[src/rtl/mmac_pkg.sv]
// ---------------------------------------------------------------------------
// mmac_pkg
// Shared constants and types for the matrix multiply/accumulate datapath.
// The operand loader and its tile buffers take their default widths from
// here so every stage agrees on element and tile sizes.
//
// Contents:
//   VAR_WIDTH      element width in bits
//   M_SIZE         matrix dimension (only 4 is supported)
//   ELEM_PER_TILE  elements per square tile
//   DATA_WIDTH     packed tile width
//   loader_state_t operand loader FSM states
// ---------------------------------------------------------------------------
package mmac_pkg;

    localparam int VAR_WIDTH     = 8;
    localparam int M_SIZE        = 4;
    localparam int ELEM_PER_TILE = M_SIZE * M_SIZE;
    localparam int DATA_WIDTH    = M_SIZE * M_SIZE * VAR_WIDTH;

    typedef enum logic [1:0] {
        LOAD_A = 2'd0,
        LOAD_B = 2'd1,
        ISSUE  = 2'd2
    } loader_state_t;

endpackage : mmac_pkg

[src/rtl/mmac_tile_buffer.sv]
// ---------------------------------------------------------------------------
// mmac_tile_buffer
// Register file holding one square tile, written one element at a time and
// read out as a single packed row-major word. Slot 0 is element (0,0) and
// lands in the most significant bits of the packed word.
//
// Ports:
//   clock       in   clock
//   reset       in   synchronous, active-low; clears every slot to 0
//   write_en    in   write write_data into slot write_idx this cycle
//   write_idx   in   slot index, row-major (r*M_SIZE + c)
//   write_data  in   element value
//   tile        out  packed tile, slot i at [DATA_WIDTH-1-i*VAR_WIDTH -: VAR_WIDTH]
// ---------------------------------------------------------------------------
module mmac_tile_buffer #(
    parameter int VAR_WIDTH  = mmac_pkg::VAR_WIDTH,
    parameter int ENTRIES    = mmac_pkg::ELEM_PER_TILE,
    parameter int IDX_WIDTH  = $clog2(ENTRIES),
    parameter int DATA_WIDTH = ENTRIES * VAR_WIDTH
) (
    input  logic                  clock,
    input  logic                  reset,
    input  logic                  write_en,
    input  logic [IDX_WIDTH-1:0]  write_idx,
    input  logic [VAR_WIDTH-1:0]  write_data,
    output logic [DATA_WIDTH-1:0] tile
);

    logic [VAR_WIDTH-1:0] slots [ENTRIES];

    always_ff @(posedge clock) begin
        if (!reset) begin
            for (int i = 0; i < ENTRIES; i++) begin
                slots[i] <= '0;
            end
        end else if (write_en) begin
            slots[write_idx] <= write_data;
        end
    end

    // Row-major packing: lower slot index goes to higher bit positions.
    always_comb begin
        tile = '0;
        for (int i = 0; i < ENTRIES; i++) begin
            tile[DATA_WIDTH-1-i*VAR_WIDTH -: VAR_WIDTH] = slots[i];
        end
    end

endmodule : mmac_tile_buffer

[src/rtl/mmac_operand_loader.sv]
// ---------------------------------------------------------------------------
// mmac_operand_loader
// Upstream stage of the matrix multiply/accumulate datapath. Collects a
// serial element stream (A(0,0)..A(3,3) then B(0,0)..B(3,3)) over a
// valid/ready handshake, then presents both tiles packed to the multiply
// unit and raises the accumulate strobes when the tiles are taken.
//
// Ports:
//   clock       in   clock
//   reset       in   synchronous, active-low
//   in_valid    in   element valid
//   in_ready    out  loader can accept an element (low in ISSUE and in reset)
//   in_data     in   element value
//   in_first    in   first A element of an accumulation group
//   out_valid   out  packed A/B tiles are valid
//   out_ready   in   consumer takes the tiles
//   matrixA     out  packed A tile, row-major, (0,0) in the MSBs
//   matrixB     out  packed B tile, row-major, (0,0) in the MSBs
//   acc_clear   out  one-cycle strobe: clear the accumulator
//   acc_enable  out  one-cycle strobe: accumulate the current product
//   tile_count  out  (MMAC_LOADER_PERF_EN only) tile handshakes, wrapping
//   stall_count out  (MMAC_LOADER_PERF_EN only) out_valid && !out_ready
//                    cycles, saturating
//
// Build option: define MMAC_LOADER_PERF_EN to add the performance counters.
// ---------------------------------------------------------------------------
module mmac_operand_loader #(
    parameter int VAR_WIDTH  = mmac_pkg::VAR_WIDTH,
    parameter int M_SIZE     = mmac_pkg::M_SIZE,
    parameter int DATA_WIDTH = M_SIZE * M_SIZE * VAR_WIDTH
) (
    input  logic                  clock,
    input  logic                  reset,
    input  logic                  in_valid,
    output logic                  in_ready,
    input  logic [VAR_WIDTH-1:0]  in_data,
    input  logic                  in_first,
    output logic                  out_valid,
    input  logic                  out_ready,
    output logic [DATA_WIDTH-1:0] matrixA,
    output logic [DATA_WIDTH-1:0] matrixB,
    output logic                  acc_clear,
    output logic                  acc_enable
`ifdef MMAC_LOADER_PERF_EN
    ,
    output logic [15:0]           tile_count,
    output logic [15:0]           stall_count
`endif
);

    import mmac_pkg::*;

    localparam int SLOTS = M_SIZE * M_SIZE;
    localparam logic [3:0] LAST_IDX = 4'(SLOTS - 1);

    loader_state_t state;
    logic [3:0]    elem_cnt;
    logic          grp_first;

    logic elem_xfer;
    logic tile_xfer;
    logic write_a;
    logic write_b;

    // Handshake outputs are gated by reset so nothing is accepted or offered
    // while reset is held, even in the first reset cycle before the state
    // register has returned to LOAD_A.
    always_comb begin
        in_ready  = reset && (state != ISSUE);
        out_valid = reset && (state == ISSUE);
    end

    always_comb begin
        elem_xfer  = in_valid && in_ready;
        tile_xfer  = out_valid && out_ready;
        write_a    = elem_xfer && (state == LOAD_A);
        write_b    = elem_xfer && (state == LOAD_B);
        acc_enable = tile_xfer;
        acc_clear  = tile_xfer && grp_first;
    end

    // elem_cnt is 4 bits wide so it wraps from 15 to 0 on its own when the
    // last element of a tile is taken; only the state needs steering.
    // grp_first is captured solely on the very first A element of a pair.
    always_ff @(posedge clock) begin
        if (!reset) begin
            state     <= LOAD_A;
            elem_cnt  <= 4'd0;
            grp_first <= 1'b0;
        end else begin
            unique case (state)
                LOAD_A: begin
                    if (elem_xfer) begin
                        if (elem_cnt == 4'd0) begin
                            grp_first <= in_first;
                        end
                        elem_cnt <= elem_cnt + 4'd1;
                        if (elem_cnt == LAST_IDX) begin
                            state <= LOAD_B;
                        end
                    end
                end
                LOAD_B: begin
                    if (elem_xfer) begin
                        elem_cnt <= elem_cnt + 4'd1;
                        if (elem_cnt == LAST_IDX) begin
                            state <= ISSUE;
                        end
                    end
                end
                ISSUE: begin
                    if (tile_xfer) begin
                        state <= LOAD_A;
                    end
                end
                default: begin
                    state    <= LOAD_A;
                    elem_cnt <= 4'd0;
                end
            endcase
        end
    end

    mmac_tile_buffer #(
        .VAR_WIDTH  (VAR_WIDTH),
        .ENTRIES    (SLOTS),
        .IDX_WIDTH  (4),
        .DATA_WIDTH (DATA_WIDTH)
    ) tile_a (
        .clock      (clock),
        .reset      (reset),
        .write_en   (write_a),
        .write_idx  (elem_cnt),
        .write_data (in_data),
        .tile       (matrixA)
    );

    mmac_tile_buffer #(
        .VAR_WIDTH  (VAR_WIDTH),
        .ENTRIES    (SLOTS),
        .IDX_WIDTH  (4),
        .DATA_WIDTH (DATA_WIDTH)
    ) tile_b (
        .clock      (clock),
        .reset      (reset),
        .write_en   (write_b),
        .write_idx  (elem_cnt),
        .write_data (in_data),
        .tile       (matrixB)
    );

`ifdef MMAC_LOADER_PERF_EN
    // tile_count wraps naturally at 16 bits; stall_count stops at all-ones
    // so a long stall never reads back as a short one.
    always_ff @(posedge clock) begin
        if (!reset) begin
            tile_count  <= 16'd0;
            stall_count <= 16'd0;
        end else begin
            if (tile_xfer) begin
                tile_count <= tile_count + 16'd1;
            end
            if (out_valid && !out_ready && (stall_count != 16'hFFFF)) begin
                stall_count <= stall_count + 16'd1;
            end
        end
    end
`endif

endmodule : mmac_operand_loader

[config.mk]
export PLATFORM = sky130hd
export DESIGN_NAME = mmac_operand_loader
export DESIGN_NICKNAME = d
export VERILOG_FILES = /design/src/rtl/mmac_pkg.sv /design/src/rtl/mmac_tile_buffer.sv /design/src/rtl/mmac_operand_loader.sv
export SDC_FILE = /design/constraint.sdc
export NUM_CORES = 1
export LEC_CHECK = 0
export BUFFER_PORTS_ARGS = -buffer_cell sky130_fd_sc_hd__buf_4
export CAP_MARGIN = 15
export CORE_MARGIN = 2
export CORE_UTILIZATION = 35
export CTS_BUF_LIST = sky130_fd_sc_hd__clkbuf_8
export DETAILED_ROUTE_END_ITERATION = 6
export SYNTH_ARGS = -nofsm -noshare
export SYNTH_HDL_FRONTEND = slang
export SYNTH_HIERARCHICAL = 1
export SYNTH_SLANG_ARGS = --single-unit
[constraint.sdc]
create_clock -name clock -period 7.4 [get_ports clock]
set_input_delay 0 -clock clock [delete_from_list [all_inputs] [get_ports clock]]
set_output_delay 0 -clock clock [all_outputs]
set_load 0.05 [all_outputs]
Yosys cells after proc, flatten, opt, wreduce, memory -nomap -nowiden --
Memories as Yosys holds them, arrays and structs flattened. Cells that the tools add are included.
Cells by class: reductions and logical operators 15, bitwise operators 1, add/subtract/negate cells 1, equal/unequal tests 10, mux-type cells 21
Operators by type and width (count):
- $mux W8 | 2
- $reduce_or A8 Y1 | 2
- $mux W4 | 3
- $mux W2 | 5
- $mux W1 | 9
- $ne A2 B2 Y1 const B | 4
- $pmux W4 S2 | 1
- $logic_and A1 B1 Y1 | 7
- $ne A2 B1 Y1 const B | 3
- $pmux W2 S3 | 1
- $reduce_and A5 Y1 | 1
- $add A4 B1 Y4 const B | 1
- $eq A4 B4 Y1 const B | 1
- $logic_not A4 Y1 | 1
- $reduce_and A3 Y1 | 1
- $eq A2 B1 Y1 const B | 1
- $eq A2 B2 Y1 const B | 1
- $logic_not A2 Y1 | 1
- $reduce_and A2 Y1 | 1
- $reduce_or A2 Y1 | 1
- $not A1 Y1 | 1
Storage, ports and cells: memory bits (writable) 256, logic and storage cells 53, bits in registers 7, bits of input ports 13, memories 2
Memories:
- tile_a.slots | words 16, bits a word 8, rd ports 16, clocked after Yosys merged registers in 0, wr ports 16, RTL line mmac_tile_buffer.sv:29 | logic [VAR_WIDTH-1:0] slots [ENTRIES];
- tile_b.slots | words 16, bits a word 8, rd ports 16, clocked after Yosys merged registers in 0, wr ports 16, RTL line mmac_tile_buffer.sv:29

Longest topological paths before layout --
Gate-level depths: netlist of the first run.
word-level depth 9, gate-level depth with buffers 7, gate-level depth less buffers 4

Hierarchy --
The synthesis of the first run kept the hierarchy.
By module, submodules not included:
- mmac_tile_buffer at tile_b | cells an instance 326, area an instance 5215.0 µm², times used 1
- mmac_tile_buffer at tile_a | cells an instance 326, area an instance 4992.3 µm², times used 1
- mmac_operand_loader | cells an instance 51, area an instance 451.7 µm², times used 1

Worst setup path after synthesis of the first run --
OpenSTA, ideal clock, no wires.
kind register -> register, start point reg state[1], end point mem tile_b.slots[12][0] (enable), arrival time 1.946 ns, cell stages (with the launch flop) 6, buffers on the path 1, path slack 5.070 ns, cell sequence dfxtp_1 buf_6 nand2b_1 nor2_1 nand4_2 o21ai_0
RTL lines:
- from (decl) | RTL line mmac_operand_loader.sv:56 | loader_state_t state;
- from (signal assigned) | RTL line mmac_operand_loader.sv:87 | state <= LOAD_A;
- from (signal assigned) | RTL line mmac_operand_loader.sv:99 | state <= LOAD_B;
- from (signal assigned) | RTL line mmac_operand_loader.sv:107 | state <= ISSUE;
- to (decl) | RTL line mmac_tile_buffer.sv:29

==> flow_summary.ini, run 1 <==
[sta]
slew_viol_final = 0
skew_ps = 23.3
post-route-period-util = 0.426
final.setup.tns_ps = 0
relSlewSlack = 0.230
tightestPinTransition_ps = 1140
rsz0062_at_grt = false
max_clock_freq_ghz = 0.317
min_period_ps = 3150
hold_violations = 0
setup_violations = 0

[routing]
routed-via-count = 6974
wire_per_inst_um = 21.1
wirelength_mm = 29.2
drc = 0
drt_iter0_drc = 544
firstDrtPassIters = 5
ant_nets = 0
vias_per_cell = 5.05

[setup_path]
path_class = register to register
cp.required_ps = 7550
worstSetupStartpointType = register
critPathCaptureType = register
cp_max_fo = 36
reg2regPathDepth = 4
worst_ep_arrival_time_ps = 3300

[die]
dieArea_sq_um = 31900
die_x_um = 179
die_h_um = 179
core_area_sq_um = 29800
start_util = 0.358
num_rows = 63
ioPinCount = 273

[placement]
place_congestion = 0.777
numPortBuffers = 272
place_area_sq_um = 12800
hpwl_mm = 18.8

[hold_path]
min_path_type = input port to register
hold_path_depth = 3

[grt]
grt_pass1_vias = 6704
grt_remaining_overflow = 0
grt_use_total = 0.178
grt_max_degree = 53
grt_pass1_wl_mm = 41.9
antenna_found_initial = 0

[clock_tree]
cts.root.buffer_cell = clkbuf_8
htree_levels = 2
numCtsBuffers = 44
clk_latency_ps = 550
clock-sinks = 263
cts_resized = 0
clk_path_buf_depth = 3
tritoncts = yes
hold_buffers = 4
post_cts_buffers = 0
clkSlewWorstSetupHoldPaths_ps = 60

[logic_synthesis]
ys_seq_area_frac = 0.734
ys_warn_count = 6
ys_ff_latch = 263
synth_area_leaders = edfxtp_1, nor3_1, nor3_2
synth_top_area_frac = 0.721
syn_nets = 718
synth.avg_cell_area_sq_um = 15.2
yosysTopAreaCell = edfxtp_1
yosysUniqueCellTypes = 39
synthCells = 703
synthesis.area_sq_um = 10700

[status]
outcome = complete, no violations

[finish]
mostFrequentLayoutCells = buf_4, edfxtp_1, nor3_1, nor3_2, clkbuf_8
final_nets = 971
final_common_cell = buf_4
n_antenna_cell = 0
drive_gt1_frac = 0.437
final_cell_area_sq_um = 13700
syn2layout_area_growth_pct = 28.5

[job]
max_cap_violations = 0

[power]
p_leak_nw = 5.03
pwr_density_cell_nw_per_um2 = 242
ir_worst_vdd_mv = 0.101
[cell usage after synthesis (all sizes together)]
master / instances
inv: 18
and2b: 1
ha: 2
o21ai: 34
a21boi: 2
o2bb2ai: 2
nor3: 256
nand2: 5
clkbuf: 17
or2: 2
nand3b: 2
and2: 3
buf: 62
nand4bb: 2
nand2b: 5
o21a: 1
a22o: 1
nand4: 4
nor2: 5
and4: 1
nor3b: 2
xor2: 1
xnor2: 1
nand4b: 4
dfxtp: 7
nor2b: 3
and3: 2
mux2i: 1
edfxtp: 256
and4bb: 1
[per-layer routing]
layer | wire length (um) | track usage
met5 | 0 | 0
met4 | 1010 | 0.0728
met3 | 2920 | 0.0590
met2 | 13500 | 0.275
met1 | 11700 | 0.232
[report_power, final]
part	switching (mW)	internal (mW)	total, mW
registers	0.0262	1.68	1.71
clock network	0.575	0.599	1.17
logic	0.338	0.0850	0.423
total	0.939	2.37	3.31
[registers in the layout, indices dropped and copies added (netlist names)]
signal and count:
tile_b/slots 128, elem_cnt 4, state 2, tile_a/slots 128
grp_first 1
[metrics by stage]
step	power [mW]	hold slack [ps]	utilization	std cells	setup WS, ps
6_report	3.31	61.8	0.460	1380	4250
5_1_grt	3.43	73.9	0.460	1380	3960
4_1_cts	3.34	23.0	0.459	1379	4240
3_5_place_dp	2.16	256	0.431	1295	4040
3_3_place_gp	2.16	262	0.431	1295	4130
2_1_floorplan	2.03	143	-	703	5070
[final timing paths]
kind / start / to / slack, ps
max reg2reg: state[1] / tile_b/slots[6][2] / 4250
min reg2reg: grp_first / grp_first / 490
max: state[1] / tile_b/slots[6][2] / 4250
min: reset / grp_first / 60
[cells by family after synthesis]
kind of cell	after synthesis	share of synthesized area
AOI/OAI and AO/OA	40	0.0205
xor gates and xnor gates	2	0.00164
adders and majority gates	2	0.00235
buffers and inverters	97	0.0471
DFF	263	0.734
muxes	1	0.000939
and+or+nand+nor	298	0.193
[cell type report]
cell class,instances,area [sq um]
inverter,18,67.6
clock inverter,36,205
fill,2717,16100
clock buffer,44,606
sequential,263,7830
timing repair buffer,286,2150
tap,390,488
multi-input combinational,343,2340
[worst max-delay path, cell delays in order (launching register included)]
cell and delay [ps]:
dfxtp_1 390, nand2b_1 210, nor2_1 480, nand4b_4 610, o21ai_0 1050
(Power assumes the default switching activity.)
==> inputs of run 2 (changes only) <==
==> constraint.sdc (replaced) <==
create_clock -name clock -period 2.65 [get_ports clock]
set_input_delay 0 -clock clock [delete_from_list [all_inputs] [get_ports clock]]
set_output_delay 0 -clock clock [all_outputs]
set_load 0.05 [all_outputs]
==> flow_summary.ini, run 2 (synthesized netlist as in run 1, its figures left out) <==
[die]
start_util = 0.358
ioPinCount = 273
die_x_um = 179
die_h_um = 179
dieArea_sq_um = 31900
num_rows = 63
core_area_sq_um = 29800

[clock_tree]
clock-sinks = 263
cts.root.buffer_cell = clkbuf_8
numCtsBuffers = 43
clk_latency_ps = 560
tritoncts = yes
post_cts_buffers = 0
clkSlewWorstSetupHoldPaths_ps = 60
clk_path_buf_depth = 3
cts_resized = 0
htree_levels = 2
hold_buffers = 4

[grt]
grt_pass1_wl_mm = 43.2
grt_pass1_vias = 6848
grt_max_degree = 36
grt_use_total = 0.183
antenna_found_initial = 0
grt_remaining_overflow = 0

[finish]
reg.largest.list = tile_a/slots x128, tile_b/slots x128, elem_cnt x4
final_common_cell = buf_4
drive_gt1_frac = 0.466
mostFrequentLayoutCells = buf_4, edfxtp_1, nor3_1, nor3_2, clkbuf_8
final_cell_area_sq_um = 14100
syn2layout_area_growth_pct = 32.1
instances_no_fill = 1425
multiInputGateArea_sq_um = 2340
final_nets = 1024
n_antenna_cell = 0
regArea_sq_um = 7830
fill_cells = 2704

[hold_path]
min_path_type = input port to register
hold_path_depth = 3

[status]
outcome = complete, no violations

[setup_path]
crit_family = compound AO/OA/AOI/OAI gates
cp.required_ps = 2840
worstSetupStartpointType = register
cp_max_fo = 11
worst_ep_arrival_time_ps = 2320
path_depth = 5
critical-path-max-stage-delay_ps = 630
path_class = register to register
crit_buf_inv = 1
reg2regPathDepth = 5
critPathCaptureType = register
slowest_stage = o21ai_1
crit_chain = nand2b_1, nor2_1, buf_4, nand4bb_2, o21ai_1

[routing]
drc = 0
routed-via-count = 7103
firstDrtPassIters = 5
drt_iter0_drc = 414
wirelength_mm = 29.8
ant_nets = 0
vias_per_cell = 4.98
wire_per_inst_um = 20.9

[sta]
timing.hold.ws_ps = 228
hold_violations = 0
tightestPinTransition_ps = 1010
post-route-period-util = 0.806
final.setup.tns_ps = 0
rsz0062_at_grt = false
min_period_ps = 2140
max_clock_freq_ghz = 0.468
skew_ps = 27.9
relSlewSlack = 0.327
setup_violations = 0
slew_viol_final = 0

[placement]
dp.cells = 1350
place_congestion = 0.768
numPortBuffers = 272
hpwl_mm = 19.8
place_area_sq_um = 13300

[power]
total_power_mw = 9.32
p_leak_nw = 5.29
ir_worst_vdd_mv = 0.348
pwr_density_cell_nw_per_um2 = 662

[job]
max_cap_violations = 0
[run 2: changes by cell type in the layout (fill, tap and decap cells not counted), moves of 3 or more]
cell | before | now
buf_4 | 281 | 335
clkinv_1 | 17 | 8
inv_1 | 27 | 32
clkinv_2 | 4 | 1
[run 2: through the flow]
step,util,setup WS (ps)
global route,0.473,373
CTS,0.473,519
finish,0.473,514
global placement,0.445,575
floorplan,-,320
detailed placement,0.445,521
[run 2: metal layers]
metal / global-route usage / wire length (um)
met1: 0.242 / 12300
met2: 0.288 / 13900
met3: 0.0575 / 2940
met4: 0.0535 / 708
met5: 0 / 0
[run 2: worst register-to-register path: stages, from the launching register on]
cell,delay [ps]
dfxtp_1,400
nand2b_1,220
nor2_1,130
buf_4,160
nand4bb_2,220
o21ai_1,630
[run 2: path summary, 6_finish.rpt]
| check | slack, ps | endpoint | startpoint |
|---|---|---|---|
| worst min-delay path | 230 | tile_a/slots[14][7] | in_data[7] |
| worst min register to register | 490 | grp_first | grp_first |
| worst max-delay path | 510 | tile_b/slots[0][1] | state[1] |
| worst max register to register | 510 | tile_b/slots[0][1] | state[1] |
[run 2: layout make-up]
type / instances / area share
flip-flops and latches: 263 / 0.556
well taps: 390 / 0.0346
multi-input cells: 343 / 0.166
clock inverters: 28 / 0.0134
repair buffers: 340 / 0.183
clock buffers: 43 / 0.0420
inverters: 18 / 0.00480
[run 2: report_power, final]
group | internal, mW | total, mW | switching (mW)
logic | 0.292 | 1.25 | 0.959
registers | 4.70 | 4.76 | 0.0662
clock network | 1.71 | 3.31 | 1.59
